`config.mk`:
```
export PLATFORM = sky130hd
export DESIGN_NAME = seqbnn_engine
export DESIGN_NICKNAME = d
export VERILOG_FILES = /design/src/rtl/seqbnn_engine.sv
export SDC_FILE = /design/constraint.sdc
export NUM_CORES = 1
export LEC_CHECK = 0
export BUFFER_PORTS_ARGS = -buffer_cell sky130_fd_sc_hd__buf_2
export CAP_MARGIN = 10
export CORE_ASPECT_RATIO = 1.4
export CORE_MARGIN = 2
export CORE_UTILIZATION = 56
export DETAILED_ROUTE_END_ITERATION = 7
export PLACE_DENSITY = 0.78
export SYNTH_ARGS = -nofsm -noshare
export SYNTH_HDL_FRONTEND = slang
export SYNTH_SLANG_ARGS = --single-unit
```
`constraint.sdc`:
```
create_clock -name clk -period 3.15 [get_ports clk]
set_input_delay 0.63 -clock clk [delete_from_list [all_inputs] [get_ports clk]]
set_output_delay 0.63 -clock clk [all_outputs]
set_load 0.01 [all_outputs]
```
`src/rtl/seqbnn_engine.sv`:
```
// seqbnn_engine: two-layer sequential binarized-network inference engine.
// A sample of N unsigned B-bit features is reduced to M binary hidden
// activations (one neuron per cycle), then scored against C classes by
// xnor-popcount (one class per cycle), with a running argmax.
// Ports:
//   clk        rising-edge clock
//   rst        synchronous, active-low reset
//   in_valid   input sample valid
//   in_ready   engine can accept a sample (high only in IDLE)
//   data       features, x_i = data[i*B +: B]
//   out_valid  result valid, held until out_ready
//   out_ready  consumer accepts result
//   sums       class scores, sums[k*SL +: SL] = score of class k
//   class_idx  first index of the maximal score
//   busy       high while computing layer 1 or layer 2
module seqbnn_engine #(
    parameter int unsigned N = 4,
    parameter int unsigned B = 4,
    parameter int unsigned M = 4,
    parameter int unsigned C = 4,
    parameter logic [M*N-1:0] W1 = '1,
    parameter logic [M*(B+$clog2(N)+1)-1:0] T1 = '0,
    parameter logic [C*M-1:0] W2 = '1
) (
    input  logic                                clk,
    input  logic                                rst,
    input  logic                                in_valid,
    output logic                                in_ready,
    input  logic [N*B-1:0]                      data,
    output logic                                out_valid,
    input  logic                                out_ready,
    output logic [C*$clog2(M+1)-1:0]            sums,
    output logic [((C > 1) ? $clog2(C) : 1)-1:0] class_idx,
    output logic                                busy
);

    localparam int unsigned AW = B + $clog2(N) + 1;
    localparam int unsigned SL = $clog2(M + 1);
    localparam int unsigned JW = (M > 1) ? $clog2(M) : 1;
    localparam int unsigned KW = (C > 1) ? $clog2(C) : 1;

    typedef enum logic [1:0] {IDLE, L1, L2, HOLD} state_t;

    state_t          state_q;
    state_t          state_n;
    logic [N*B-1:0]  data_q;
    logic [M-1:0]    h_q;
    logic [JW-1:0]   j_q;
    logic [KW-1:0]   k_q;
    logic [SL-1:0]   max_q;

    logic signed [AW-1:0] acc_c;
    logic                 h_bit_c;
    logic [M-1:0]         match_c;
    logic [SL-1:0]        score_c;

    // State register
    always_ff @(posedge clk) begin
        if (!rst) begin
            state_q <= IDLE;
        end else begin
            state_q <= state_n;
        end
    end

    // Next-state logic; in_ready is only high in IDLE, so in_valid alone qualifies the accept
    always_comb begin
        state_n = state_q;
        case (state_q)
            IDLE:    if (in_valid) state_n = L1;
            L1:      if (j_q == JW'(M - 1)) state_n = L2;
            L2:      if (k_q == KW'(C - 1)) state_n = HOLD;
            HOLD:    if (out_ready) state_n = IDLE;
            default: state_n = IDLE;
        endcase
    end

    // Layer-1 neuron j: signed weighted sum of the captured features against its threshold
    always_comb begin
        acc_c = '0;
        for (int i = 0; i < int'(N); i++) begin
            if (W1[int'(j_q) * int'(N) + i]) begin
                acc_c = acc_c + $signed(AW'(data_q[i*B +: B]));
            end else begin
                acc_c = acc_c - $signed(AW'(data_q[i*B +: B]));
            end
        end
        h_bit_c = (acc_c >= $signed(T1[int'(j_q) * int'(AW) +: AW]));
    end

    // Layer-2 class k: xnor-popcount of the hidden vector against the class weights
    always_comb begin
        match_c = ~(h_q ^ W2[int'(k_q) * int'(M) +: M]);
        score_c = '0;
        for (int b = 0; b < int'(M); b++) begin
            score_c = score_c + SL'(match_c[b]);
        end
    end

    // Datapath and registered handshake outputs
    always_ff @(posedge clk) begin
        if (!rst) begin
            in_ready  <= 1'b1;
            out_valid <= 1'b0;
            busy      <= 1'b0;
            sums      <= '0;
            class_idx <= '0;
            data_q    <= '0;
            h_q       <= '0;
            j_q       <= '0;
            k_q       <= '0;
            max_q     <= '0;
        end else begin
            in_ready  <= (state_n == IDLE);
            out_valid <= (state_n == HOLD);
            busy      <= (state_n == L1) || (state_n == L2);
            case (state_q)
                IDLE: begin
                    if (in_valid) begin
                        data_q <= data;
                        j_q    <= '0;
                    end
                end
                L1: begin
                    h_q[j_q] <= h_bit_c;
                    j_q      <= j_q + JW'(1);
                    if (j_q == JW'(M - 1)) k_q <= '0;
                end
                L2: begin
                    sums[int'(k_q) * int'(SL) +: SL] <= score_c;
                    // Strict greater-than keeps the lowest index on ties
                    if ((k_q == '0) || (score_c > max_q)) begin
                        max_q     <= score_c;
                        class_idx <= k_q;
                    end
                    k_q <= k_q + KW'(1);
                end
                default: ;
            endcase
        end
    end

endmodule

```
==> results.json, run 1 <==
{
  "yosysTopAreaCell": "dfxtp_1",
  "core.rowCount": 28,
  "htreeDepth": 2,
  "power.internal_mw": 0.835,
  "diodes": 0,
  "synthTopCellsByArea": "dfxtp_1 38%, ha_1 16%, nand2_1 6.7%, a21oi_1 5.0%, a22oi_1 4.1%",
  "cts.sinks": 46,
  "worstReg2RegEnd": "h_q[2]",
  "hold_path_class": "register to register",
  "outcome": "finished clean",
  "worst-endpoint-arrival_ns": 3.11,
  "worstPathRequired_ns": 3.30,
  "irDropWorstVdd_v": 0.000286,
  "setup_violations": 0,
  "slowest_delay_ns": 0.37,
  "cts_tree": "done",
  "start_kind": "register",
  "synth_cell_types": 39,
  "swShare_pct": 25.3,
  "grt_max_degree": 38,
  "switchingPower_mw": 0.283,
  "min_from": "max_q[0]",
  "ios": 37,
  "hold_depth": 2,
  "reg2regPathDepth": 13,
  "ys_ff_latch": 46,
  "crit_top_cell": "ha_1",
  "drv_slew": 0,
  "crit_buf_inv": 1,
  "fin_crit_ns": 2.96,
  "core-area_um2": 4170,
  "maxCapViolCount": 0,
  "layout_common_cells": "46 x dfxtp_1, 43 x nand2_1, 36 x buf_2, 30 x ha_1, 24 x a21oi_1",
  "leakagePower_nw": 1.24,
  "worst_pin_slew_ns": 0.644,
  "grt_pass1_wl_um": 7980,
  "netlist_instances": 265,
  "totalWireLength_um": 4490,
  "maxSlewHeadroom_pct": 57.0,
  "drtAntennaViolNets": 0,
  "mappedNetlistArea_um2": 2410,
  "synth_mux_area_share_pct": 0,
  "synth-adder-area-share_pct": 18.9,
  "clock.fmax_mhz": 337,
  "period_share_pct": 94.1,
  "post-place-ws_ns": 0.0469,
  "port_buffers": 36,
  "seqPwrFrac_pct": 54.9,
  "combPwrFrac_pct": 12.4,
  "path_cells": "ha_1 -> inv_1 -> fa_2 -> xnor2_1 -> ha_1 -> a21oi_2 -> nand2_1 -> xor2_1 -> ha_1 -> nand3_1 -> a22o_1 -> nor4_4 -> a311oi_2",
  "synthToLayoutAreaGrowth_pct": 11.9,
  "die_x_um": 59.4,
  "die_area_um2": 4850,
  "critPathTopFamily": "adder cells",
  "dpl_cell_area_um2": 2580,
  "holdPathEnd": "max_q[0]",
  "nets": 352,
  "track_usage_pct": 21.0,
  "final_area_um2": 2690,
  "clk_pin_slew_worst_paths_ns": 0.09,
  "place_congestion": 0.765,
  "final_common_cell": "dfxtp_1",
  "critPathSlowestCell": "ha_1",
  "cp_max_fo": 4,
  "worstSkewPairLatency_ns": 0.29,
  "initial_utilization_pct": 57.7,
  "power.density_nw_per_um2": 415,
  "pwr-share-clk_pct": 32.7,
  "antenna_found_initial": 0,
  "dp_hpwl_um": 3430,
  "avgSynthCellArea_um2": 9.08,
  "vias_per_cell": 5.62,
  "holdBufCountCts": 0,
  "crit_path_end_kind": "register",
  "synth_xor_area_share_pct": 1.82,
  "cts_buffers": 5,
  "r2r_setup_slack_ns": 0.19,
  "synth_simple_gate_area_share_pct": 20.1,
  "yosysSeqAreaShare_pct": 38.3,
  "r2r-start": "data_q[0]",
  "chipHeight_um": 81.6,
  "fin_worst_skew_ns": 0.00604,
  "drcViolationCount": 0,
  "critPathKind": "register to register",
  "synth_top_area_share_pct": 38.3,
  "grt.overflow.total": 0,
  "syn_nets": 319,
  "wl_per_cell_um": 13.1,
  "drt_iter0_markers": 51,
  "root_buffer": "clkbuf_8",
  "first_pass_iters": 4,
  "grt_pass1_vias": 1962,
  "hold_viol_final": 0,
  "cts_buffer_depth": 2,
  "fin_ws_ns": 0.187,
  "vias": 1934,
  "layout-drive-gt1-share_pct": 19.1,
  "synth_top_family_by_area": "simple AND/OR/NAND/NOR gates",
  "yosysWarningCount": 0,
  "synth-compound-area-share_pct": 15.1
}
-- cell usage after synthesis --
master	count
dfxtp_1	46
nand2_1	43
ha_1	30
a21oi_1	24
nor2_1	20
inv_1	17
a22oi_1	13
nand3_1	6
o21ai_0	5
a311oi_1	4
and2_1	4
buf_2	4
clkbuf_1	4
fa_1	4
o21ai_1	4
xnor2_1	4
nor2b_1	3
nor3_1	3
and3b_1	2
buf_4	2
buf_6	2
nand3b_4	2
nor4b_2	2
o31ai_1	2
a211o_1	1
a21o_1	1
a21oi_2	1
a22o_1	1
and3_1	1
and4_1	1
inv_2	1
nand2b_1	1
nand3_2	1
nand4b_1	1
nor2b_2	1
nor4_4	1
o211a_1	1
o211ai_1	1
xor2_1	1
-- what timing repair did --
item                       4_1_cts  5_1_grt
buffers inserted                 0        1
resized for setup                0        3
setup endpoints to repair        0        4
-- worst max-delay path by stage --
stage	start	end	slack [ns]	cells after the start
final	data_q[0]	h_q[2]	0.19	13
after global routing	data_q[4]	h_q[2]	-0.0006	13
after CTS	data_q[0]	h_q[2]	0.01	13
after detailed placement	data_q[0]	h_q[2]	0.05	13
after global placement	data_q[0]	h_q[2]	0.13	13
after floorplan	data_q[0]	h_q[0]	0.29	13
-- kinds of logic (layout without fill, tap and decap cells) --
| group | Yosys count | in the layout |
|---|---|---|
| flip-flops | 46 | 46 |
| adder cells (fa/ha/maj) | 34 | 34 |
| AND/OR/NAND/NOR | 92 | 92 |
| AO/OA/AOI/OAI | 58 | 58 |
| XOR/XNOR | 5 | 5 |
| buffers and inverters | 30 | 64 |
-- power by group through the flow --
stage / clock (mW) / combinational, mW / sequential [mW]
2_1_floorplan: 0 / 0.102 / 0.624
6_report: 0.366 / 0.139 / 0.614
3_3_place_gp: 0 / 0.133 / 0.627
3_5_place_dp: 0 / 0.139 / 0.628
5_1_grt: 0.395 / 0.160 / 0.617
4_1_cts: 0.374 / 0.140 / 0.614
-- per-layer routing --
layer  track usage [%]  routed length (um)  vias up
li1                  -                   -      965
met3              3.31                 121        8
met5                 0                   0        -
met4              6.14                  72        0
met2              41.3                2500       29
met1              22.1                1800      932
-- worst reg2reg max path: cells and delay by family (launching register included) --
family,cells,cell delay [ns]
buf+inv,1,0.06
compound gates,3,0.53
simple gates,3,0.41
flops,1,0.34
fa+ha+maj,4,1.18
xor+xnor,2,0.30
-- area by class of cell --
| type | count | area, um2 |
|---|---|---|
| multi-input cells | 189 | 1360 |
| fillers | 368 | 1480 |
| repair buffers | 38 | 195 |
| clock buffers | 7 | 86.3 |
| flip-flops and latches | 46 | 921 |
| well taps | 45 | 56.3 |
| clock inverters | 1 | 5.00 |
| inverters | 18 | 67.6 |
-- registers in the layout, indices dropped and copies added (netlist names) --
register,cells
busy,1
class_idx,2
data_q,16
h_q,4
in_ready,1
j_q,2
k_q,2
max_q,3
out_valid,1
state_q,2
sums,12
-- metrics by stage --
| step | TNS (ns) | hold slack (ns) | utilization, % | instances | power, mW |
|---|---|---|---|---|---|
| global placement | 0 | 0.435 | 61.9 | 335 | 0.760 |
| floorplan | 0 | 0.433 | - | 265 | 0.726 |
| finish | 0 | 0.456 | 64.6 | 344 | 1.12 |
| detailed placement | 0 | 0.446 | 61.9 | 335 | 0.766 |
| global route | -0.000580 | 0.483 | 64.6 | 344 | 1.17 |
| CTS | 0 | 0.459 | 64.0 | 343 | 1.13 |
(Power assumes the default switching activity.)
==> inputs of run 2 (changes only) <==
--- a/config.mk
+++ b/config.mk
@@ -5,6 +5,7 @@
 export SDC_FILE = /design/constraint.sdc
 export NUM_CORES = 1
 export LEC_CHECK = 0
+export ABC_AREA = 1
 export BUFFER_PORTS_ARGS = -buffer_cell sky130_fd_sc_hd__buf_2
 export CAP_MARGIN = 10
 export CORE_ASPECT_RATIO = 1.4
==> constraint.sdc (replaced) <==
create_clock -name clk -period 3.1 [get_ports clk]
set_input_delay 0.62 -clock clk [delete_from_list [all_inputs] [get_ports clk]]
set_output_delay 0.62 -clock clk [all_outputs]
set_load 0.01 [all_outputs]
==> run 2 against run 1 <==
Net effect: combinational power grew 39%; synthesized cell count grew 18%; total power grew 7.7%; sequential share of layout area shrank 0.62 points; wire length grew 11%; final area grew 1.9%; register-to-register slack gained 0.14 ns; die area grew 1.5%; highest routed layer unchanged.
==> results.json, run 2 <==
{
  "grt_max_degree": 32,
  "drv_slew": 0,
  "worstPathRequired_ns": 3.30,
  "drt_iter0_markers": 71,
  "crit_top_cell": "nand2_1",
  "ys_top_cells_by_count": "49 x nand2_1, 46 x dfxtp_1, 45 x nor2_1",
  "root_buffer": "clkbuf_8",
  "largest_reg_flops": 16,
  "cts_buffer_depth": 2,
  "final_common_cell": "nand2_1",
  "start_kind": "register",
  "synth_cell_types": 25,
  "cts_buffers": 5,
  "path_cells": "ha_1 -> inv_1 -> fa_1 -> inv_1 -> ha_1 -> nand2_1 -> nand2_1 -> a21oi_2 -> xnor2_1 -> ha_1 -> nand3_1 -> nand2_1 -> nor2_1 -> nor2_2 -> nand3_1 -> nand2_1 -> inv_1",
  "diodes": 0,
  "cp_max_fo": 4,
  "outcome": "finished clean",
  "cts.sinks": 46,
  "vias_per_cell": 5.26,
  "nets": 403,
  "first_pass_iters": 4,
  "yosysSeqAreaShare_pct": 37.6,
  "maxSlewHeadroom_pct": 68.0,
  "synthArstFlopShare_pct": 0,
  "maxCapViolCount": 0,
  "setup_tns_ns": 0,
  "ys_ff_latch": 46,
  "yosysTopAreaCell": "dfxtp_1",
  "chipHeight_um": 82.2,
  "mappedNetlistArea_um2": 2450,
  "core.rowCount": 28,
  "synth.most_common_cell": "nand2_1",
  "htreeDepth": 2,
  "ios": 37,
  "finish.utilization_pct": 65.2,
  "grt.overflow.total": 0,
  "avgSynthCellArea_um2": 7.82,
  "synth_ff_type": "dfxtp_1",
  "post_cts_buffers": 0,
  "initial_utilization_pct": 58.2,
  "clk_pin_slew_worst_paths_ns": 0.09,
  "dp_hpwl_um": 3720,
  "die_area_um2": 4920,
  "syn_nets": 367,
  "worst_pin_slew_ns": 0.480,
  "worstSkewPairLatency_ns": 0.30,
  "die_x_um": 59.9,
  "leakagePower_nw": 1.35,
  "hold_path_class": "register to register",
  "synth_edf_count": 0,
  "synth_top_area_share_pct": 37.6,
  "fin_worst_skew_ns": 0.00963,
  "rsz0062_at_grt": "false",
  "yosysWarningCount": 0,
  "grt_use_met3_pct": 5.14,
  "power.density_nw_per_um2": 439,
  "crit_path_end_kind": "register",
  "grtUsageMet2_pct": 42.7,
  "p_total_mw": 1.21,
  "worst-endpoint-arrival_ns": 2.97,
  "cts_tree": "done",
  "layout_common_cells": "49 x nand2_1, 46 x dfxtp_1, 44 x nor2_1, 38 x inv_1, 36 x buf_2",
  "busiest_layer": "met2",
  "grt_pass1_wl_um": 8230,
  "synthTopCellsByArea": "dfxtp_1 38%, ha_1 15%, nand2_1 7.5%, nor2_1 6.9%, inv_1 5.8%",
  "fin_crit_ns": 2.77,
  "wl_per_cell_um": 12.6,
  "drtAntennaViolNets": 0,
  "critPathKind": "register to register",
  "place_congestion": 0.853,
  "track_usage_pct": 22.2,
  "antenna_found_initial": 0,
  "synthToLayoutAreaGrowth_pct": 12.1,
  "setup_violations": 0,
  "use_met1_pct": 21.9,
  "port_buffers": 36,
  "slowest_delay_ns": 0.52,
  "totalWireLength_um": 4970,
  "netlist_instances": 313,
  "critPathSlowestCell": "fa_1",
  "clock.fmax_mhz": 361,
  "whs_ns": 0.465,
  "irDropWorstVdd_v": 0.000324,
  "top_register": "data_q",
  "core-area_um2": 4200,
  "hold_viol_final": 0,
  "largestRegisters": "data_q x16, sums x12, h_q x4",
  "period_share_pct": 89.5,
  "grt_pass1_vias": 2010,
  "vias": 2076,
  "drcViolationCount": 0,
  "layout-drive-gt1-share_pct": 16.3
}
## run 2: cell types whose count changed after synthesis, sizes merged, moves of 3 or more
cell	delta
nor2	+29
inv	+24
a22oi	-13
o21ai	+12
nand3	+8
nand2	+7
nand4	+7
buf	-5
o21a	+5
a311oi	-4
and2	-4
nor2b	-4
a21oi	+3
## run 2: timing repair
action,CTS,global route
endpoints found under the setup margin,0,4
resized for setup,0,2
hold buffers,0,0
## run 2: path summary, 6_finish.rpt
kind	from	end	slack, ns	cells after the start
hold / removal	sums[10]	sums[10]	0.47	2
setup reg to reg	data_q[0]	h_q[1]	0.33	17
setup / recovery	data_q[0]	h_q[1]	0.33	17
hold reg to reg	sums[10]	sums[10]	0.47	2
## run 2: stage by stage
| stage | area, um2 | setup slack (ns) | std cells |
|---|---|---|---|
| 2_1_floorplan | 2450 | 0.528 | 313 |
| 3_3_place_gp | 2650 | 0.392 | 387 |
| 3_5_place_dp | 2650 | 0.307 | 387 |
| 4_1_cts | 2740 | 0.240 | 395 |
| 5_1_grt | 2740 | 0.0563 | 395 |
| 6_report | 2740 | 0.327 | 395 |
## run 2: critical path, delay by kind of cell (launching register included)
| family | cells | cell delay (ns) |
|---|---|---|
| simple gates | 8 | 0.66 |
| buf+inv | 3 | 0.15 |
| xor+xnor | 1 | 0.11 |
| fa+ha+maj | 4 | 1.24 |
| compound gates | 1 | 0.15 |
| flops | 1 | 0.36 |
## run 2: metal layers
metal,part of all wire (%),vias to the layer above
met5,0,-
met4,2.3,0
met3,2.9,11
met2,56,35
met1,39,960
li1,-,1070
## run 2: layout make-up
type | instances | area [um2]
clock buffer | 7 | 86.3
clock inverter | 1 | 5.00
timing repair buffer | 37 | 188
fill | 392 | 1460
multi-input combinational | 217 | 1330
tap | 45 | 56.3
inverter | 42 | 160
sequential | 46 | 921
## run 2: cell families after synthesis
family	count (synthesis)	synth area share, %
AO/OA/AOI/OAI	55	11.9
XOR/XNOR	4	1.43
adder cells (fa/ha/maj)	34	18.6
buffers and inverters	50	8.39
flip-flops	46	37.6
AND/OR/NAND/NOR	124	22.0
## run 2: report_power, final
part | internal (mW) | total (mW) | leakage (nW) | switching (mW)
Clock | 0.180 | 0.381 | 0.0482 | 0.200
Sequential | 0.614 | 0.632 | 0.376 | 0.0172
Combinational | 0.0794 | 0.193 | 0.931 | 0.114
Total | 0.874 | 1.21 | 1.35 | 0.331
